### src/rtl/illm_lane_scatter_pkg.sv
// Shared definitions for the IDCT lane scatter block.
//   W_DEFAULT  : default coefficient width
//   LANES      : number of output lanes (one word per lane per row)
//   IDX_W      : width of the lane index counter
//   state_t    : scatter FSM states
//   lane_tok_t : one lane token at the default width {d, e}
package illm_lane_scatter_pkg;

    localparam int unsigned W_DEFAULT = 16;
    localparam int unsigned LANES     = 8;
    localparam int unsigned IDX_W     = $clog2(LANES);

    typedef enum logic [1:0] {
        ST_FILL = 2'd0,
        ST_PAD  = 2'd1,
        ST_EOS  = 2'd2
    } state_t;

    typedef struct packed {
        logic [W_DEFAULT-1:0] d;
        logic                 e;
    } lane_tok_t;

endpackage

### src/rtl/illm_lane_scatter_if.sv
// Stream bundle for the lane scatter block.
//   s_d/s_e/s_v/s_b : serial input stream (data, end token, valid, back-pressure)
//   a_d/a_e/a_v/a_b : per-lane output streams, element K is lane aK
//   err             : sticky mid-row end-of-stream flag
// Modports: master = stream producer / lane consumer side, slave = the scatter block.
interface illm_lane_scatter_if
    import illm_lane_scatter_pkg::*;
#(
    parameter int unsigned W = W_DEFAULT
);
    logic [W-1:0]            s_d;
    logic                    s_e;
    logic                    s_v;
    logic                    s_b;
    logic [LANES-1:0][W-1:0] a_d;
    logic [LANES-1:0]        a_e;
    logic [LANES-1:0]        a_v;
    logic [LANES-1:0]        a_b;
    logic                    err;

    modport master (
        output s_d, s_e, s_v, a_b,
        input  s_b, a_d, a_e, a_v, err
    );

    modport slave (
        input  s_d, s_e, s_v, a_b,
        output s_b, a_d, a_e, a_v, err
    );
endinterface

### src/rtl/illm_lane_fifo.sv
// Per-lane token FIFO holding {e, d} entries.
//   clock, reset     : rising-edge clock, async active-high reset
//   push/push_d/push_e : write one token (ignored when full)
//   pop              : drop the head token (ignored when empty)
//   head_d/head_e    : head token, forced to zero while empty
//   full/empty       : registered occupancy flags
// Push and pop in the same cycle both take effect; occupancy is unchanged.
module illm_lane_fifo #(
    parameter int unsigned W     = 16,
    parameter int unsigned DEPTH = 2
) (
    input  logic         clock,
    input  logic         reset,
    input  logic         push,
    input  logic [W-1:0] push_d,
    input  logic         push_e,
    input  logic         pop,
    output logic [W-1:0] head_d,
    output logic         head_e,
    output logic         full,
    output logic         empty
);
    localparam int unsigned AW = $clog2(DEPTH);

    logic [W:0]  mem [DEPTH];
    logic [AW:0] wr_q;
    logic [AW:0] rd_q;
    logic [W:0]  head_w;
    logic        do_push;
    logic        do_pop;

    assign do_push = push && !full;
    assign do_pop  = pop && !empty;

    // Pointers carry one extra wrap bit to tell full from empty.
    always_ff @(posedge clock or posedge reset) begin
        if (reset) begin
            wr_q <= '0;
            rd_q <= '0;
        end else begin
            if (do_push) wr_q <= wr_q + 1'b1;
            if (do_pop)  rd_q <= rd_q + 1'b1;
        end
    end

    // Storage needs no reset: the head is masked while the FIFO is empty.
    always_ff @(posedge clock) begin
        if (do_push) mem[wr_q[AW-1:0]] <= {push_e, push_d};
    end

    assign empty  = (wr_q == rd_q);
    assign full   = (wr_q[AW] != rd_q[AW]) && (wr_q[AW-1:0] == rd_q[AW-1:0]);
    assign head_w = mem[rd_q[AW-1:0]];
    assign head_d = empty ? '0 : head_w[W-1:0];
    assign head_e = !empty && head_w[W];
endmodule

### src/rtl/illm_lane_scatter.sv
// Scatters a serial coefficient stream onto 8 lane streams, one word per lane
// per row, and expands a single end-of-stream token into one end token per
// lane, zero-padding an incomplete row first.
//   clock : rising-edge clock
//   reset : asynchronous active-high reset
//   bus   : slave side of illm_lane_scatter_if (input stream, 8 lane streams, err)
// s_b is derived from registered state only (state, idx, FIFO full flags), so
// lane back-pressure never reaches the input combinationally.
module illm_lane_scatter
    import illm_lane_scatter_pkg::*;
#(
    parameter int unsigned W     = W_DEFAULT,
    parameter int unsigned DEPTH = 2
) (
    input  logic                 clock,
    input  logic                 reset,
    illm_lane_scatter_if.slave   bus
);
    state_t                  state_q;
    state_t                  state_d;
    logic [IDX_W-1:0]        idx_q;
    logic [IDX_W-1:0]        idx_d;
    logic [LANES-1:0]        sent_q;
    logic [LANES-1:0]        sent_d;
    logic                    err_q;
    logic                    err_d;

    logic [LANES-1:0]        full;
    logic [LANES-1:0]        empty;
    logic [LANES-1:0]        push;
    logic [LANES-1:0]        pop;
    logic [LANES-1:0][W-1:0] head_d;
    logic [LANES-1:0]        head_e;
    logic [W-1:0]            wr_d;
    logic                    wr_e;
    logic                    take;
    logic                    s_b;

    // ---------------------------------------------------------------
    // State register
    // ---------------------------------------------------------------
    always_ff @(posedge clock or posedge reset) begin
        if (reset) begin
            state_q <= ST_FILL;
            idx_q   <= '0;
            sent_q  <= '0;
            err_q   <= 1'b0;
        end else begin
            state_q <= state_d;
            idx_q   <= idx_d;
            sent_q  <= sent_d;
            err_q   <= err_d;
        end
    end

    // ---------------------------------------------------------------
    // Next-state logic
    // ---------------------------------------------------------------
    always_comb begin
        state_d = state_q;
        idx_d   = idx_q;
        sent_d  = sent_q;
        err_d   = err_q;
        unique case (state_q)
            ST_FILL: begin
                if (take) begin
                    if (!bus.s_e) begin
                        idx_d = idx_q + 1'b1;
                    end else if (idx_q == '0) begin
                        state_d = ST_EOS;
                    end else begin
                        err_d   = 1'b1;
                        state_d = ST_PAD;
                    end
                end
            end
            ST_PAD: begin
                if (!full[idx_q]) begin
                    if (idx_q == IDX_W'(LANES - 1)) begin
                        idx_d   = '0;
                        state_d = ST_EOS;
                    end else begin
                        idx_d = idx_q + 1'b1;
                    end
                end
            end
            ST_EOS: begin
                // Leave once every lane has taken its end token, including
                // the ones pushed this cycle.
                sent_d = sent_q | push;
                if (&sent_d) begin
                    sent_d  = '0;
                    idx_d   = '0;
                    state_d = ST_FILL;
                end
            end
            default: begin
                state_d = ST_FILL;
                idx_d   = '0;
                sent_d  = '0;
            end
        endcase
    end

    // ---------------------------------------------------------------
    // Output logic: input back-pressure and lane pushes
    // ---------------------------------------------------------------
    always_comb begin
        s_b  = 1'b1;
        take = 1'b0;
        push = '0;
        wr_d = '0;
        wr_e = 1'b0;
        unique case (state_q)
            ST_FILL: begin
                s_b  = full[idx_q];
                take = bus.s_v && !full[idx_q];
                if (take && !bus.s_e) begin
                    push[idx_q] = 1'b1;
                    wr_d        = bus.s_d;
                end
            end
            ST_PAD: begin
                push[idx_q] = !full[idx_q];
            end
            ST_EOS: begin
                push = ~sent_q & ~full;
                wr_e = 1'b1;
            end
            default: begin
                s_b = 1'b1;
            end
        endcase
    end

    // ---------------------------------------------------------------
    // Lane FIFOs
    // ---------------------------------------------------------------
    for (genvar k = 0; k < LANES; k++) begin : g_lane
        illm_lane_fifo #(
            .W     (W),
            .DEPTH (DEPTH)
        ) u_fifo (
            .clock  (clock),
            .reset  (reset),
            .push   (push[k]),
            .push_d (wr_d),
            .push_e (wr_e),
            .pop    (pop[k]),
            .head_d (head_d[k]),
            .head_e (head_e[k]),
            .full   (full[k]),
            .empty  (empty[k])
        );
    end

    assign pop     = ~empty & ~bus.a_b;
    assign bus.a_v = ~empty;
    assign bus.a_d = head_d;
    assign bus.a_e = head_e;
    assign bus.s_b = s_b;
    assign bus.err = err_q;
endmodule

### src/flat_wrapper.sv
// flat-port wrapper written by rule: the top's interface ports become plain ports
module illm_lane_scatter_flat import illm_lane_scatter_pkg::*;
#(
    parameter int unsigned W     = W_DEFAULT,
    parameter int unsigned DEPTH = 2
)
  (clock, reset, bus_s_d, bus_s_e, bus_s_v, bus_a_b, bus_s_b, bus_a_d, bus_a_e, bus_a_v, bus_err);
  illm_lane_scatter_if #(.W(W)) bus_i ();
  input  logic clock;
  input  logic reset;
  input wire logic [$bits(bus_i.s_d)-1:0] bus_s_d;
  input wire logic [$bits(bus_i.s_e)-1:0] bus_s_e;
  input wire logic [$bits(bus_i.s_v)-1:0] bus_s_v;
  input wire logic [$bits(bus_i.a_b)-1:0] bus_a_b;
  output wire logic [$bits(bus_i.s_b)-1:0] bus_s_b;
  output wire logic [$bits(bus_i.a_d)-1:0] bus_a_d;
  output wire logic [$bits(bus_i.a_e)-1:0] bus_a_e;
  output wire logic [$bits(bus_i.a_v)-1:0] bus_a_v;
  output wire logic [$bits(bus_i.err)-1:0] bus_err;
  assign bus_i.s_d = bus_s_d;
  assign bus_i.s_e = bus_s_e;
  assign bus_i.s_v = bus_s_v;
  assign bus_i.a_b = bus_a_b;
  assign bus_s_b = bus_i.s_b;
  assign bus_a_d = bus_i.a_d;
  assign bus_a_e = bus_i.a_e;
  assign bus_a_v = bus_i.a_v;
  assign bus_err = bus_i.err;
  illm_lane_scatter #(.W(W), .DEPTH(DEPTH)) u_core (.clock(clock), .reset(reset), .bus(bus_i));
endmodule
### config.mk
export PLATFORM = sky130hd
export DESIGN_NAME = illm_lane_scatter_flat
export DESIGN_NICKNAME = d
export VERILOG_FILES = /design/src/rtl/illm_lane_scatter_pkg.sv /design/src/rtl/illm_lane_scatter_if.sv /design/src/rtl/illm_lane_fifo.sv /design/src/rtl/illm_lane_scatter.sv /design/src/flat_wrapper.sv
export SDC_FILE = /design/constraint.sdc
export NUM_CORES = 1
export LEC_CHECK = 0
export ABC_AREA = 1
export BUFFER_PORTS_ARGS = -buffer_cell sky130_fd_sc_hd__buf_2
export CAP_MARGIN = 20
export CORE_MARGIN = 2
export CORE_UTILIZATION = 60
export CTS_BUF_LIST = sky130_fd_sc_hd__clkbuf_8
export DETAILED_ROUTE_END_ITERATION = 8
export GPL_TIMING_DRIVEN = 0
export MAX_ROUTING_LAYER = met4
export PLACE_DENSITY = 0.84
export SLEW_MARGIN = 20
export SYNTH_ARGS = -nofsm -noshare
export SYNTH_HDL_FRONTEND = slang
export SYNTH_SLANG_ARGS = --single-unit
export TNS_END_PERCENT = 5
### constraint.sdc
create_clock -name clock -period 3.85 [get_ports clock]
set_clock_uncertainty 0.2 [all_clocks]
set_input_delay 0.77 -clock clock [delete_from_list [all_inputs] [get_ports clock]]
set_output_delay 0.77 -clock clock [all_outputs]
set_load 0.01 [all_outputs]
Word-level counts from Yosys, hierarchy flattened
Memories as Yosys holds them, arrays and structs flattened.
Index checks and enable logic that the tools add are counted.
- $add $sub $neg: 17
- multiply operators: 0
- div/mod/pow operators: 0
- $lt $le $gt $ge: 2
- eq/ne operators: 33
- shift-type cells: 0
- mux-type cells: 50
- bitwise gates (word level): 9
- reduce and logical (&&, ||, !) cells: 60
- operators with widths (kind ; count):
    16-bit 2-to-1 mux ; 10
    1-bit logical AND ; 35
    2-bit by 1-bit adder with 2-bit output, second input constant ; 16
    8-bit NOT ; 4
    8-bit bitwise AND ; 3
    8-bit one-hot mux with 3 select lines ; 1
    1-bit 2-to-1 mux ; 21
    1-bit logical NOT ; 18
    2-bit equality test ; 8
    8-bit 2-to-1 mux ; 2
    8-bit one-hot mux with 2 select lines ; 1
    3-bit 2-to-1 mux ; 5
    2-bit 2-to-1 mux ; 6
    3-bit one-hot mux with 3 select lines ; 1
    1-bit equality test ; 8
    1-bit inequality test ; 8
    8-bit bitwise OR ; 1
    4-bit AND reduction ; 2
    8-bit AND reduction ; 1
    2-bit by 1-bit inequality test with 1-bit output, second input constant ; 3
    2-bit inequality test, second input constant ; 3
    2-bit one-hot mux with 3 select lines ; 1
    5-bit AND reduction ; 1
    3-bit by 4-bit less-than comparator with 1-bit output, second input constant ; 1
    11 further kinds ; 11
- register bits: 46
- latch bits: 0
- bits in writable memories: 272
- bits in read-only memories: 0
- output and inout bits: 146
- word-level logic and storage cells: 199
- memories: 8
- memory list (memory ; words ; bits a word ; read ports ; clocked after memory_dff ; write ports ; RTL line ; source):
    u_core.g_lane[0].u_fifo.mem ; 2 ; 17 ; 1 ; 0 ; 1 ; illm_lane_fifo.sv:25 ; logic [W:0] mem [DEPTH];
    u_core.g_lane[1].u_fifo.mem ; 2 ; 17 ; 1 ; 0 ; 1 ; illm_lane_fifo.sv:25 ;
    u_core.g_lane[2].u_fifo.mem ; 2 ; 17 ; 1 ; 0 ; 1 ; illm_lane_fifo.sv:25 ;
    u_core.g_lane[3].u_fifo.mem ; 2 ; 17 ; 1 ; 0 ; 1 ; illm_lane_fifo.sv:25 ;
    u_core.g_lane[4].u_fifo.mem ; 2 ; 17 ; 1 ; 0 ; 1 ; illm_lane_fifo.sv:25 ;
    u_core.g_lane[5].u_fifo.mem ; 2 ; 17 ; 1 ; 0 ; 1 ; illm_lane_fifo.sv:25 ;
    2 more memories ; - ; - ; - ; - ; - ; - ;

Depth between registers and ports, before layout
Gate-level depths: netlist of the first run.
- depth after elaboration: 13
- depth in mapped cells: 17
- gate-level depth less buffers: 17

Hierarchy
A second synthesis of the first run with hierarchy kept.
- cell total of the unflattened synthesis: 1287
- area total of the unflattened synthesis: 14083.5 sq um
- modules (own cells, without submodules) (module ; instances ; cells each ; area each (sq um) ; seq. area each (sq um)):
    illm_lane_fifo ; 8 ; 131 ; 1582.8 ; 1121.1
    illm_lane_scatter ; 1 ; 239 ; 1421.4 ; 350.3

Worst setup path after synthesis of the first run
Ideal clock, no wire load.
- kind: register to register
- start: reg u_core.idx_q[2]
- end: mem u_core.g_lane[2].u_fifo.mem[1][0] in the netlist's numbering, enable pin
- arrival: 2.183 ns
- data required time: 3.255 ns
- slack: 1.072 ns
- cell stages (with the launch flop): 12
- buffers on the path: 0
- path through: dfrtp_1 > nand2_1 > nor2_1 > nand3_1 > nand2_2 > nor2_8 > nand2_4 > nor2_8 > nand2_2 > nand2_1 > inv_1 > nor2_1
- longest elaborated chain between the ends: 10
- RTL lines (item ; RTL line ; source):
    from (decl) ; illm_lane_scatter.sv:21 ; logic [IDX_W-1:0] idx_q;
    from (signal assigned) ; illm_lane_scatter.sv:50 ; idx_q <= idx_d;
    parallel branches: the longest is 6 deep, another holds 3-bit by 4-bit less-than comparator with 1-bit output ; - ;
    8-bit one-hot mux with 3 select lines * ; illm_lane_scatter.sv:114 ; unique case (state_q)
    1-bit logical AND * ; illm_lane_fifo.sv:32 ; assign do_push = push && !full;
    1-bit 2-to-1 mux * ; illm_lane_fifo.sv:48 ; if (do_push) mem[wr_q[AW-1:0]] <= {push_e, push_d};
    1-bit 2-to-1 mux (not written as such) * ; illm_lane_fifo.sv:48 ;
    to (decl) ; illm_lane_fifo.sv:25 ;
Every way passes the cells marked *. The select of a mux whose other input is x is not followed.

Final worst setup path of the first run
- start: reg u_core.g_lane[6].u_fifo.wr_q[0]
- end: mem u_core.g_lane[2].u_fifo.mem[0][12] in the netlist's numbering (data pin)
- longest elaborated chain between the ends: 9
- RTL lines (item ; RTL line ; source):
    from (decl) ; illm_lane_fifo.sv:26 ; logic [AW:0] wr_q;
    from (signal assigned) ; illm_lane_fifo.sv:41 ; if (do_push) wr_q <= wr_q + 1'b1;
    1-bit equality test ; illm_lane_fifo.sv:52 ; assign full = (wr_q[AW] != rd_q[AW]) && (wr_q[AW-1:0] == rd_q[AW-1:0]);
    1-bit logical AND ; illm_lane_fifo.sv:52 ;
    1-bit binary-select mux with 3-bit select ; illm_lane_scatter.sv:117 ; take = bus.s_v && !full[idx_q];
    1-bit 2-to-1 mux (not written as such) ; illm_lane_scatter.sv:117 ;
    1-bit logical NOT ; illm_lane_scatter.sv:117 ;
    1-bit logical AND ; illm_lane_scatter.sv:117 ;
    1-bit logical AND ; illm_lane_scatter.sv:118 ; if (take && !bus.s_e) begin
    16-bit 2-to-1 mux ; illm_lane_scatter.sv:118 ;
    16-bit 2-to-1 mux ; illm_lane_scatter.sv:114 ;
    via u_core.g_lane[0].u_fifo.push_d[12] ; illm_lane_fifo.sv:15 ; input logic [W-1:0] push_d,
The timed path passes the listed nets, and every way through them passes these cells. The select of a mux whose other input is x is not followed.

==> results.ini, run 1 <==
[timing]
finalSetupTns_ns = 0
maxSlewHeadroom = 0.348
timing.fmax_ghz = 0.300
holdWs_ns = 0.288
drv_slew = 0
period_needed_ns = 3.34
hold_viol = 0
worst_pin_slew_ns = 0.976
setup_viol = 0
fin_crit_sh = 0.866
rsz0062_at_grt = false

[drt]
drc = 0
vias = 9317
final_antenna_net_count = 0
initialDrtViolationCount = 686
totalWireLength_mm = 30.4
wl_per_cell_um = 17.4
firstDrtPassIters = 5
viasPerCell = 5.34

[die]
num_rows = 54
coreArea_mm2 = 0.0218
dieArea_mm2 = 0.0232
start_util = 0.608
die_x_um = 152
pin_count = 174
die_h_um = 152

[synthesis]
yosysWarnings = 0
ys_async_sr_fraction = 0.145
synth_edf_count = 272
synth_common_cells = nand2_1, edfxtp_1, a21oi_1
synth.distinct_cells = 28
synthesis.area_mm2 = 0.0132
synth_flop_cell = edfxtp_1
syn_inst = 1187
yosys.area.top_type = edfxtp_1
synth.area.top_cells = edfxtp_1, nand2_1, dfrtp_1, a21oi_1, nor2_1
ys_seq_area_frac = 0.705
synth_top_cell_area_share = 0.618
synth_seq_cells = 318
synth_most_common_cell = nand2_1
syn_avg_cell_area_um2 = 11.1
syn-num-nets = 1218

[cells_and_area]
utilization = 0.721
drive_above_1_share = 0.236
area_delta_synth_final_pct = 18.6
finalNetCount = 1461
final_cells = 1745

[clocking]
clk_pin_slew_ns = 0.06
htree_levels = 2
clk_latency_ns = 0.56
clockBufferDepth = 3
post-cts-setup-buffers = 0
clock-sinks = 318
post_cts_resized = 0
cts_root_buf = clkbuf_8
cts_hold_buf = 1
cts_made_buffers = 48
cts_tree = built

[critical_path]
path_cells = inv_1 > nand2_1 > nand2_2 > nand3_1 > nand2_2 > nor2_8 > nand2_4 > nor2_8 > clkinv_1 > clkbuf_1 > nor2_2 > buf_6
rr_startpoint = u_core.g_lane[6].u_fifo.wr_q[0]$_DFFE_PP0P_
path_class = reg2reg
startpoint_type = flop
required_ns = 4.04
path_buf_inv = 4
cp_top_family = simple AND/OR/NAND/NOR gates
end_kind = flop
cp_max_fo = 10
cpPeakStageDelay_ns = 0.63
crit_path_start = u_core.g_lane[6].u_fifo.wr_q[0]$_DFFE_PP0P_
arrival_ns = 3.53
cp_slowest_cell = nor2_2

[pwr]
power_w = 0.0153
ir_drop_v = 0.000519
power_density_mw_per_mm2 = 973
power.leakage_nw = 6.61

[grt]
grt_start_max_net_pins = 32
gr-usage-met3 = 0.0429
grt_remaining_overflow = 0
grt_pass1_vias = 9010
met2_usage = 0.444
grt_busiest_layer = met2
grt_util_all_layers = 0.270
use_met1 = 0.336
antenna_found_initial = 1
grt_pass1_wl_mm = 46.9

[place]
hpwl_mm = 20.8
gp_congestion = 0.844
dpl.cell_count = 1659
portBuffers = 173

[hold_path]
hold_path.class = reg2reg
hold_start = u_core.g_lane[1].u_fifo.wr_q[1]$_DFFE_PP0P_

[job]
maxCapViolCount = 0

[run_status]
status = completed

-- cells by family after synthesis --
| kind of cell | Yosys count | synth area share |
|---|---|---|
| and+or+nand+nor | 548 | 0.174 |
| xor gates and xnor gates | 27 | 0.0179 |
| DFF | 318 | 0.705 |
| adders and majority gates | 3 | 0.00284 |
| buffers and inverters | 143 | 0.0436 |
| AOI/OAI and AO/OA | 148 | 0.0566 |
-- path summary, 6_finish.rpt --
kind	endpoint	slack [ns]	cells after the start
setup / recovery	u_core.g_lane[2].u_fifo.mem[0][12]$_DFFE_PP_	0.51	12
hold / removal	u_core.g_lane[1].u_fifo.wr_q[1]$_DFFE_PP0P_	0.29	1
setup reg to reg	u_core.g_lane[2].u_fifo.mem[0][12]$_DFFE_PP_	0.51	12
hold reg to reg	u_core.g_lane[1].u_fifo.wr_q[1]$_DFFE_PP0P_	0.29	1
max in group asynchronous	u_core.g_lane[1].u_fifo.rd_q[0]$_DFFE_PP0P_	2.36	4
min in group asynchronous	u_core.g_lane[3].u_fifo.wr_q[0]$_DFFE_PP0P_	0.57	3
-- metal layers --
metal  wire (um)  part of all wire  vias up
li1            -                 -     4464
met5           0                 0        -
met2       15300              0.50      376
met3        2100             0.069       74
met1       11900              0.39     4403
met4        1180             0.039        0
-- stage by stage --
stage	area (um2)	setup slack, ns
6_report	15700	0.514
5_1_grt	15700	0.359
2_1_floorplan	13200	1.07
3_5_place_dp	14800	0.586
4_1_cts	15700	0.535
3_3_place_gp	14400	0.0415
-- where the power goes --
part	switching, W	internal (W)
clock network	0.00121	0.00136
logic	0.00464	0.00219
registers	0.000433	0.00542
total	0.00628	0.00897
-- registers in the layout, indices dropped and copies added (netlist names) --
register                   cells
u_core.g_lane.u_fifo.mem     272
u_core.g_lane.u_fifo.rd_q     16
u_core.g_lane.u_fifo.wr_q     16
u_core.sent_q                  8
u_core.idx_q                   3
u_core.state_q                 2
u_core.bus.err                 1
-- cell type report --
type / count / area [um2]
Timing Repair Buffer: 193 / 1130
Buffer: 44 / 205
Clock inverter: 26 / 108
Sequential cell: 318 / 9320
Fill cell: 1479 / 6070
Inverter: 99 / 372
Tap cell: 280 / 350
Antenna cell: 1 / 2.50
Multi-Input combinational cell: 726 / 3400
Clock buffer: 58 / 798
-- layout by cell type, fill, tap and decap left out, types with 15 or more instances in the layout --
cell type and count:
nor2_2 31, nor2_1 51, clkbuf_1 33, nand2_1 392, inv_2 17, clkinv_1 15, edfxtp_1 272, xor2_1 27
clkbuf_8 58, buf_2 175, dfrtp_1 46, nand3_1 34, inv_1 88, a21oi_1 136
Note: power is estimated with default switching activity, not from simulation.
==> run 2: changes to the inputs <==
GPL_TIMING_DRIVEN = unset   (was 0)
clock period = 3.1 ns   (was 3.85 ns; I/O delays follow)
==> run 2 against run 1 <==
Against the previous run:
- hold slack worse by 0.15 ns
- critical endpoint is now bus_s_b
- utilization is 0.24 points lower
- die area stayed put
- clock-buffer cell count is 4 lower
- setup slack worse by 0.39 ns
- global-route usage is 1.4 points higher
- critical path depth is 4 lower
- register-to-register slack worse by 0.16 ns
- non-clock buffer count is 6 lower
- first-iteration DRC count is 9.9% higher
- wire length is 5.2% higher
- cell area is 0.33% lower
==> results.ini, run 2 (synthesis results as in run 1) <==
[pwr]
p_switching_w = 0.00800  ; +27%
power_density_mw_per_mm2 = 1220  ; +25%
p_int_w = 0.0111  ; +23%
power.leakage_nw = 6.74  ; +1.9%
clkPwrFrac = 0.168  ; about the same
netSwitchingFraction = 0.419  ; +0.00758
ir_drop_v = 0.000805  ; +55%
p_comb_frac = 0.449  ; about the same
seq_power_share = 0.383  ; about the same

[place]
gp_congestion = 0.984  ; +17%
hpwl_mm = 20.3  ; -2.6%
portBuffers = 173  ; unchanged

[clocking]
post-cts-setup-buffers = 0  ; unchanged
clockBufferDepth = 3  ; unchanged
htree_levels = 2  ; unchanged
cts_tree = built
clock-sinks = 318  ; unchanged
clk_latency_ns = 0.59  ; +0.03 ns
cts_root_buf = clkbuf_8
cts_made_buffers = 49  ; +2.1%
clk_pin_slew_ns = 0.07  ; about the same

[critical_path]
cpPeakStageDelay_ns = 0.45  ; -0.18 ns
rrSetupSlack_ns = 0.35  ; -0.16 ns
cp_slowest_cell = dfrtp_1
r2r_end = u_core.g_lane[4].u_fifo.mem[1][2]$_DFFE_PP_
worstSetupEndpoint = bus_s_b
rr_startpoint = u_core.state_q[1]$_DFFE_PP0P_
cp_max_fo = 10  ; unchanged
cp.depth = 8  ; -4
path_buf_inv = 2  ; -2
cp_top_family = simple AND/OR/NAND/NOR gates
required_ns = 2.28  ; -1.76 ns
startpoint_type = flop
reg2regPathDepth = 10  ; -2
path_cells = nor3_1 > nand3_1 > nand2_2 > nor2_8 > nand2_4 > inv_1 > nand2_1 > buf_2
path_class = reg2out
arrival_ns = 2.16  ; -1.37 ns
end_kind = primary output
crit_path_start = u_core.idx_q[1]$_DFFE_PP0P_

[hold_path]
hold_path.class = in2reg

[drt]
vias = 9461  ; +1.5%
viasPerCell = 5.42  ; +1.5%
firstDrtPassIters = 5  ; unchanged
final_antenna_net_count = 0  ; unchanged
initialDrtViolationCount = 754  ; +9.9%
totalWireLength_mm = 32.0  ; +5.2%
drc = 0  ; unchanged
wl_per_cell_um = 18.3  ; +5.1%

[timing]
fin_crit_sh = 0.960
finalSetupTns_ns = 0  ; unchanged
setup_viol = 0  ; unchanged
hold_viol = 0  ; unchanged
period_needed_ns = 2.98
holdWs_ns = 0.136  ; -0.152 ns
rsz0062_at_grt = false
timing.fmax_ghz = 0.336
worst_pin_slew_ns = 0.527  ; -0.449 ns
drv_slew = 0  ; unchanged
maxSlewHeadroom = 0.649  ; +0.300

[job]
maxCapViolCount = 0  ; unchanged

[cells_and_area]
finalNetCount = 1456  ; -0.34%
final_common_cell = nand2_1
drive_above_1_share = 0.241  ; +0.00582
final_cell_mix = nand2_1, edfxtp_1, buf_2
largest_reg_flops = 272  ; unchanged
area_delta_synth_final_pct = 18.2
fillers = 1500  ; +1.4%
num_antenna_cells = 0  ; -1

[die]
die_x_um = 152  ; unchanged
coreArea_mm2 = 0.0218  ; unchanged
die_h_um = 152  ; unchanged
pin_count = 174  ; unchanged
num_rows = 54  ; unchanged
start_util = 0.608  ; unchanged
dieArea_mm2 = 0.0232  ; unchanged

[grt]
grt_pass1_vias = 9369  ; +4.0%
antenna_found_initial = 0  ; -1
grt_util_all_layers = 0.284  ; +0.0141
grt_pass1_wl_mm = 49.6  ; +5.8%
grt_start_max_net_pins = 21  ; -34%
grt_remaining_overflow = 0  ; unchanged

[run_status]
status = completed

## run 2: cell type report
type,count,area (um2),area share
inverter,99,385,0.0246
clock inverter,38,169,0.0108
timing repair buffer,231,1330,0.0850
multi-input combinational,726,3330,0.213
tap,280,350,0.0224
clock buffer,54,743,0.0475
sequential,318,9320,0.596
## run 2: timing repair
item | 4_1_cts | 5_1_grt
endpoints found under the setup margin | 81 | 18
endpoints found under the hold margin | 13 | 0
gates resized for setup | 8 | 7
hold buffers | 1 | 0
## run 2: metrics by stage
step	instances	area [um2]	power (W)	utilization	setup WS, ns
after floorplan	1187	13200	0.0125	-	0.322
after global placement	1653	14700	0.0156	0.675	0.471
after detailed placement	1653	14700	0.0158	0.675	0.318
after CTS	1746	15600	0.0191	0.718	0.0307
after global routing	1746	15600	0.0203	0.719	0.0156
final	1746	15600	0.0191	0.719	0.125
## run 2: worst min-delay path, cell delays in order
cell and delay, ns:
buf_2 0.08, nor2_1 0.06, xor2_1 0.13
## run 2: worst min-delay path by stage
| stage | slack, ns | cells past startpoint | endpoint | start |
|---|---|---|---|---|
| 2_1_floorplan | 0.26 | 1 | u_core.g_lane[0].u_fifo.wr_q[1]$_DFFE_PP0P_ | u_core.g_lane[0].u_fifo.wr_q[1]$_DFFE_PP0P_ |
| 3_3_place_gp | 0.28 | 1 | u_core.g_lane[0].u_fifo.wr_q[1]$_DFFE_PP0P_ | u_core.g_lane[0].u_fifo.wr_q[1]$_DFFE_PP0P_ |
| 3_5_place_dp | 0.28 | 1 | u_core.g_lane[0].u_fifo.wr_q[1]$_DFFE_PP0P_ | u_core.g_lane[0].u_fifo.wr_q[1]$_DFFE_PP0P_ |
| 4_1_cts | 0.12 | 3 | u_core.g_lane[7].u_fifo.rd_q[0]$_DFFE_PP0P_ | bus_a_b[7] |
| 5_1_grt | 0.16 | 3 | u_core.g_lane[7].u_fifo.rd_q[0]$_DFFE_PP0P_ | bus_a_b[7] |
| 6_report | 0.14 | 3 | u_core.g_lane[7].u_fifo.rd_q[0]$_DFFE_PP0P_ | bus_a_b[7] |
## run 2: power by group through the flow
stage | clock [W] | sequential [W] | combinational, W
2_1_floorplan | 0 | 0.00721 | 0.00532
3_3_place_gp | 0 | 0.00729 | 0.00831
3_5_place_dp | 0 | 0.00736 | 0.00848
4_1_cts | 0.00323 | 0.00729 | 0.00856
5_1_grt | 0.00341 | 0.00745 | 0.00945
6_report | 0.00320 | 0.00731 | 0.00855
## run 2: routing by layer
metal,up-vias,routed length [um],GRT usage
met5,-,0,-
met2,474,15900,0.467
met1,4473,12500,0.362
met3,68,2460,0.0384
li1,4446,-,-
met4,0,1110,0.115
==> run 3: changes to the inputs <==
GPL_TIMING_DRIVEN = 0   (was unset)
==> run 3 against run 2 <==
Against the previous run:
- power up 0.98%
- clock power about the same
- sequential power about the same
- clock-buffer cell count up 4
- wire length down 2.4%
- cell area up 1.4%
- register-to-register slack worse by 0.31 ns
- combinational power up 2.7%
- first-iteration DRC count down 0.27%
- critical endpoint is now u_core.g_lane[1].u_fifo.mem[0][4]$_DFFE_PP_
==> results.ini, run 3 (synthesis results as in run 1) <==
[grt]
grt_util_all_layers = 0.270  ; -0.0133
grt_pass1_vias = 9010  ; -3.8%
grt_pass1_wl_mm = 47.0  ; -5.2%
grt_start_max_net_pins = 32  ; +52%
antenna_found_initial = 1  ; +1
grt_remaining_overflow = 0  ; unchanged

[cells_and_area]
final_common_cell = nand2_1
largest_reg_flops = 272  ; unchanged
drive_above_1_share = 0.258  ; +0.0160
seqCellArea_mm2 = 0.00932  ; about the same
fillers = 1446  ; -3.6%
area_delta_synth_final_pct = 19.9
finalNetCount = 1461  ; +0.34%
utilization = 0.729  ; +0.0104
multiInputGateArea_mm2 = 0.00351  ; +5.2%
fin_area_mm2 = 0.0159  ; +1.4%
final_cell_mix = nand2_1, edfxtp_1, buf_2

[drt]
initialDrtViolationCount = 752  ; -0.27%
drc = 0  ; unchanged
wl_per_cell_um = 17.9  ; -2.3%
vias = 9389  ; -0.76%
totalWireLength_mm = 31.2  ; -2.4%
firstDrtPassIters = 5  ; unchanged
final_antenna_net_count = 0  ; unchanged
viasPerCell = 5.38  ; -0.70%

[place]
post_dp_cell_area_mm2 = 0.0148  ; +0.53%
hpwl_mm = 20.8  ; +2.6%
portBuffers = 173  ; unchanged
gp_congestion = 0.844  ; -14%
place_ws_ns = -0.164  ; -0.482 ns

[critical_path]
rr_startpoint = u_core.g_lane[6].u_fifo.wr_q[0]$_DFFE_PP0P_
cpPeakStageDelay_ns = 0.79  ; +0.34 ns
cp_max_fo = 16  ; +6
crit_path_start = u_core.g_lane[6].u_fifo.wr_q[0]$_DFFE_PP0P_
path_cells = inv_1 > nand2_1 > nand2_2 > nand3_1 > nand2_2 > nor2_8 > nand2_4 > nor2_8 > clkinvlp_4 > nor2_2
cp_slowest_cell = nor2_2
required_ns = 3.11  ; +0.83 ns
arrival_ns = 3.07  ; +0.91 ns
startpoint_type = flop
end_kind = flop
path_class = reg2reg

[pwr]
power_density_mw_per_mm2 = 1210  ; -0.46%
clkPwrFrac = 0.166  ; -0.002
seq_power_share = 0.378  ; -0.005
ir_drop_v = 0.000649  ; -19%
p_switching_w = 0.00799  ; about the same
power.leakage_nw = 6.65  ; -1.2%
power_w = 0.0193  ; +0.98%
netSwitchingFraction = 0.415  ; -0.00432
p_comb_frac = 0.456  ; +0.007
p_int_w = 0.0113  ; +1.7%

[run_status]
status = completed

[timing]
timing.fmax_ghz = 0.327  ; -2.7%
setup_viol = 0  ; unchanged
fin_crit_sh = 0.987  ; +0.0271
rsz0062_at_grt = true
hold_viol = 0  ; unchanged
period_needed_ns = 3.06  ; +0.0840 ns
fin_ws_ns = 0.0406  ; -0.0840 ns
finalSetupTns_ns = 0  ; unchanged
worst_pin_slew_ns = 0.942  ; +0.415 ns
maxSlewHeadroom = 0.372  ; -0.277
drv_slew = 0  ; unchanged

[die]
dieArea_mm2 = 0.0232  ; unchanged
num_rows = 54  ; unchanged
pin_count = 174  ; unchanged
coreArea_mm2 = 0.0218  ; unchanged
die_h_um = 152  ; unchanged
die_x_um = 152  ; unchanged
start_util = 0.608  ; unchanged

[clocking]
cts_tree = built
clock-sinks = 318  ; unchanged
cts_root_buf = clkbuf_8
post-cts-setup-buffers = 0  ; unchanged
clk_latency_ns = 0.56  ; -0.03 ns
clk_pin_slew_ns = 0.07  ; about the same
htree_levels = 2  ; unchanged
cts_made_buffers = 48  ; -2.0%
clockBufferDepth = 3  ; unchanged

[hold_path]
hold_start = bus_a_b[3]
hold_path.class = in2reg

[job]
maxCapViolCount = 0  ; unchanged

run 3: stage by stage:
stage                     instances  hold slack (ns)
final                          1745            0.178
after global routing           1745            0.156
after CTS                      1744            0.130
after detailed placement       1659            0.272
after global placement         1640            0.246
after floorplan                1187            0.263
run 3: power by group through the flow:
stage               Combinational (W)  Sequential [W]  Clock [W]
floorplan                     0.00532         0.00721          0
global placement              0.00798         0.00731          0
detailed placement            0.00847         0.00734          0
CTS                           0.00855         0.00727    0.00325
global route                  0.00967         0.00743    0.00341
finish                        0.00878         0.00728    0.00319
run 3: final cells by class:
class | instances | share of cell area
tap | 280 | 0.0221
buffer | 44 | 0.0151
multi-input combinational | 726 | 0.221
antenna | 1 | 0.000158
sequential | 318 | 0.588
clock inverter | 26 | 0.00678
timing repair buffer | 193 | 0.0712
inverter | 99 | 0.0254
clock buffer | 58 | 0.0503
run 3: worst max-delay path, delay by kind of cell (launching register included):
family                 cells  cell delay, ns
and+or+nand+nor            8            1.69
buffers and inverters      2            0.39
DFF                        1            0.43
run 3: repair_timing:
action | 4_1_cts | 5_1_grt
endpoints found under the hold margin | 15 | 0
gates resized for setup | 8 | 69
endpoints found under the setup margin | 139 | 455
hold buffers | 1 | 0
run 3: path summary, 6_finish.rpt:
| kind | to | slack, ns | cells past startpoint |
|---|---|---|---|
| max in group asynchronous | u_core.g_lane[2].u_fifo.wr_q[0]$_DFFE_PP0P_ | 1.74 | 4 |
| worst max-delay path | u_core.g_lane[1].u_fifo.mem[0][4]$_DFFE_PP_ | 0.04 | 10 |
| worst min-delay path | u_core.g_lane[3].u_fifo.rd_q[0]$_DFFE_PP0P_ | 0.18 | 3 |
| min in group asynchronous | u_core.state_q[0]$_DFFE_PP0P_ | 0.42 | 3 |
| worst max register to register | u_core.g_lane[1].u_fifo.mem[0][4]$_DFFE_PP_ | 0.04 | 10 |
| worst min register to register | u_core.g_lane[1].u_fifo.wr_q[1]$_DFFE_PP0P_ | 0.29 | 1 |
run 3: routing by layer:
metal,wire length (um),GRT usage
met5,0,-
met4,1320,0.116
met3,2330,0.0438
met2,15600,0.447
met1,11900,0.335
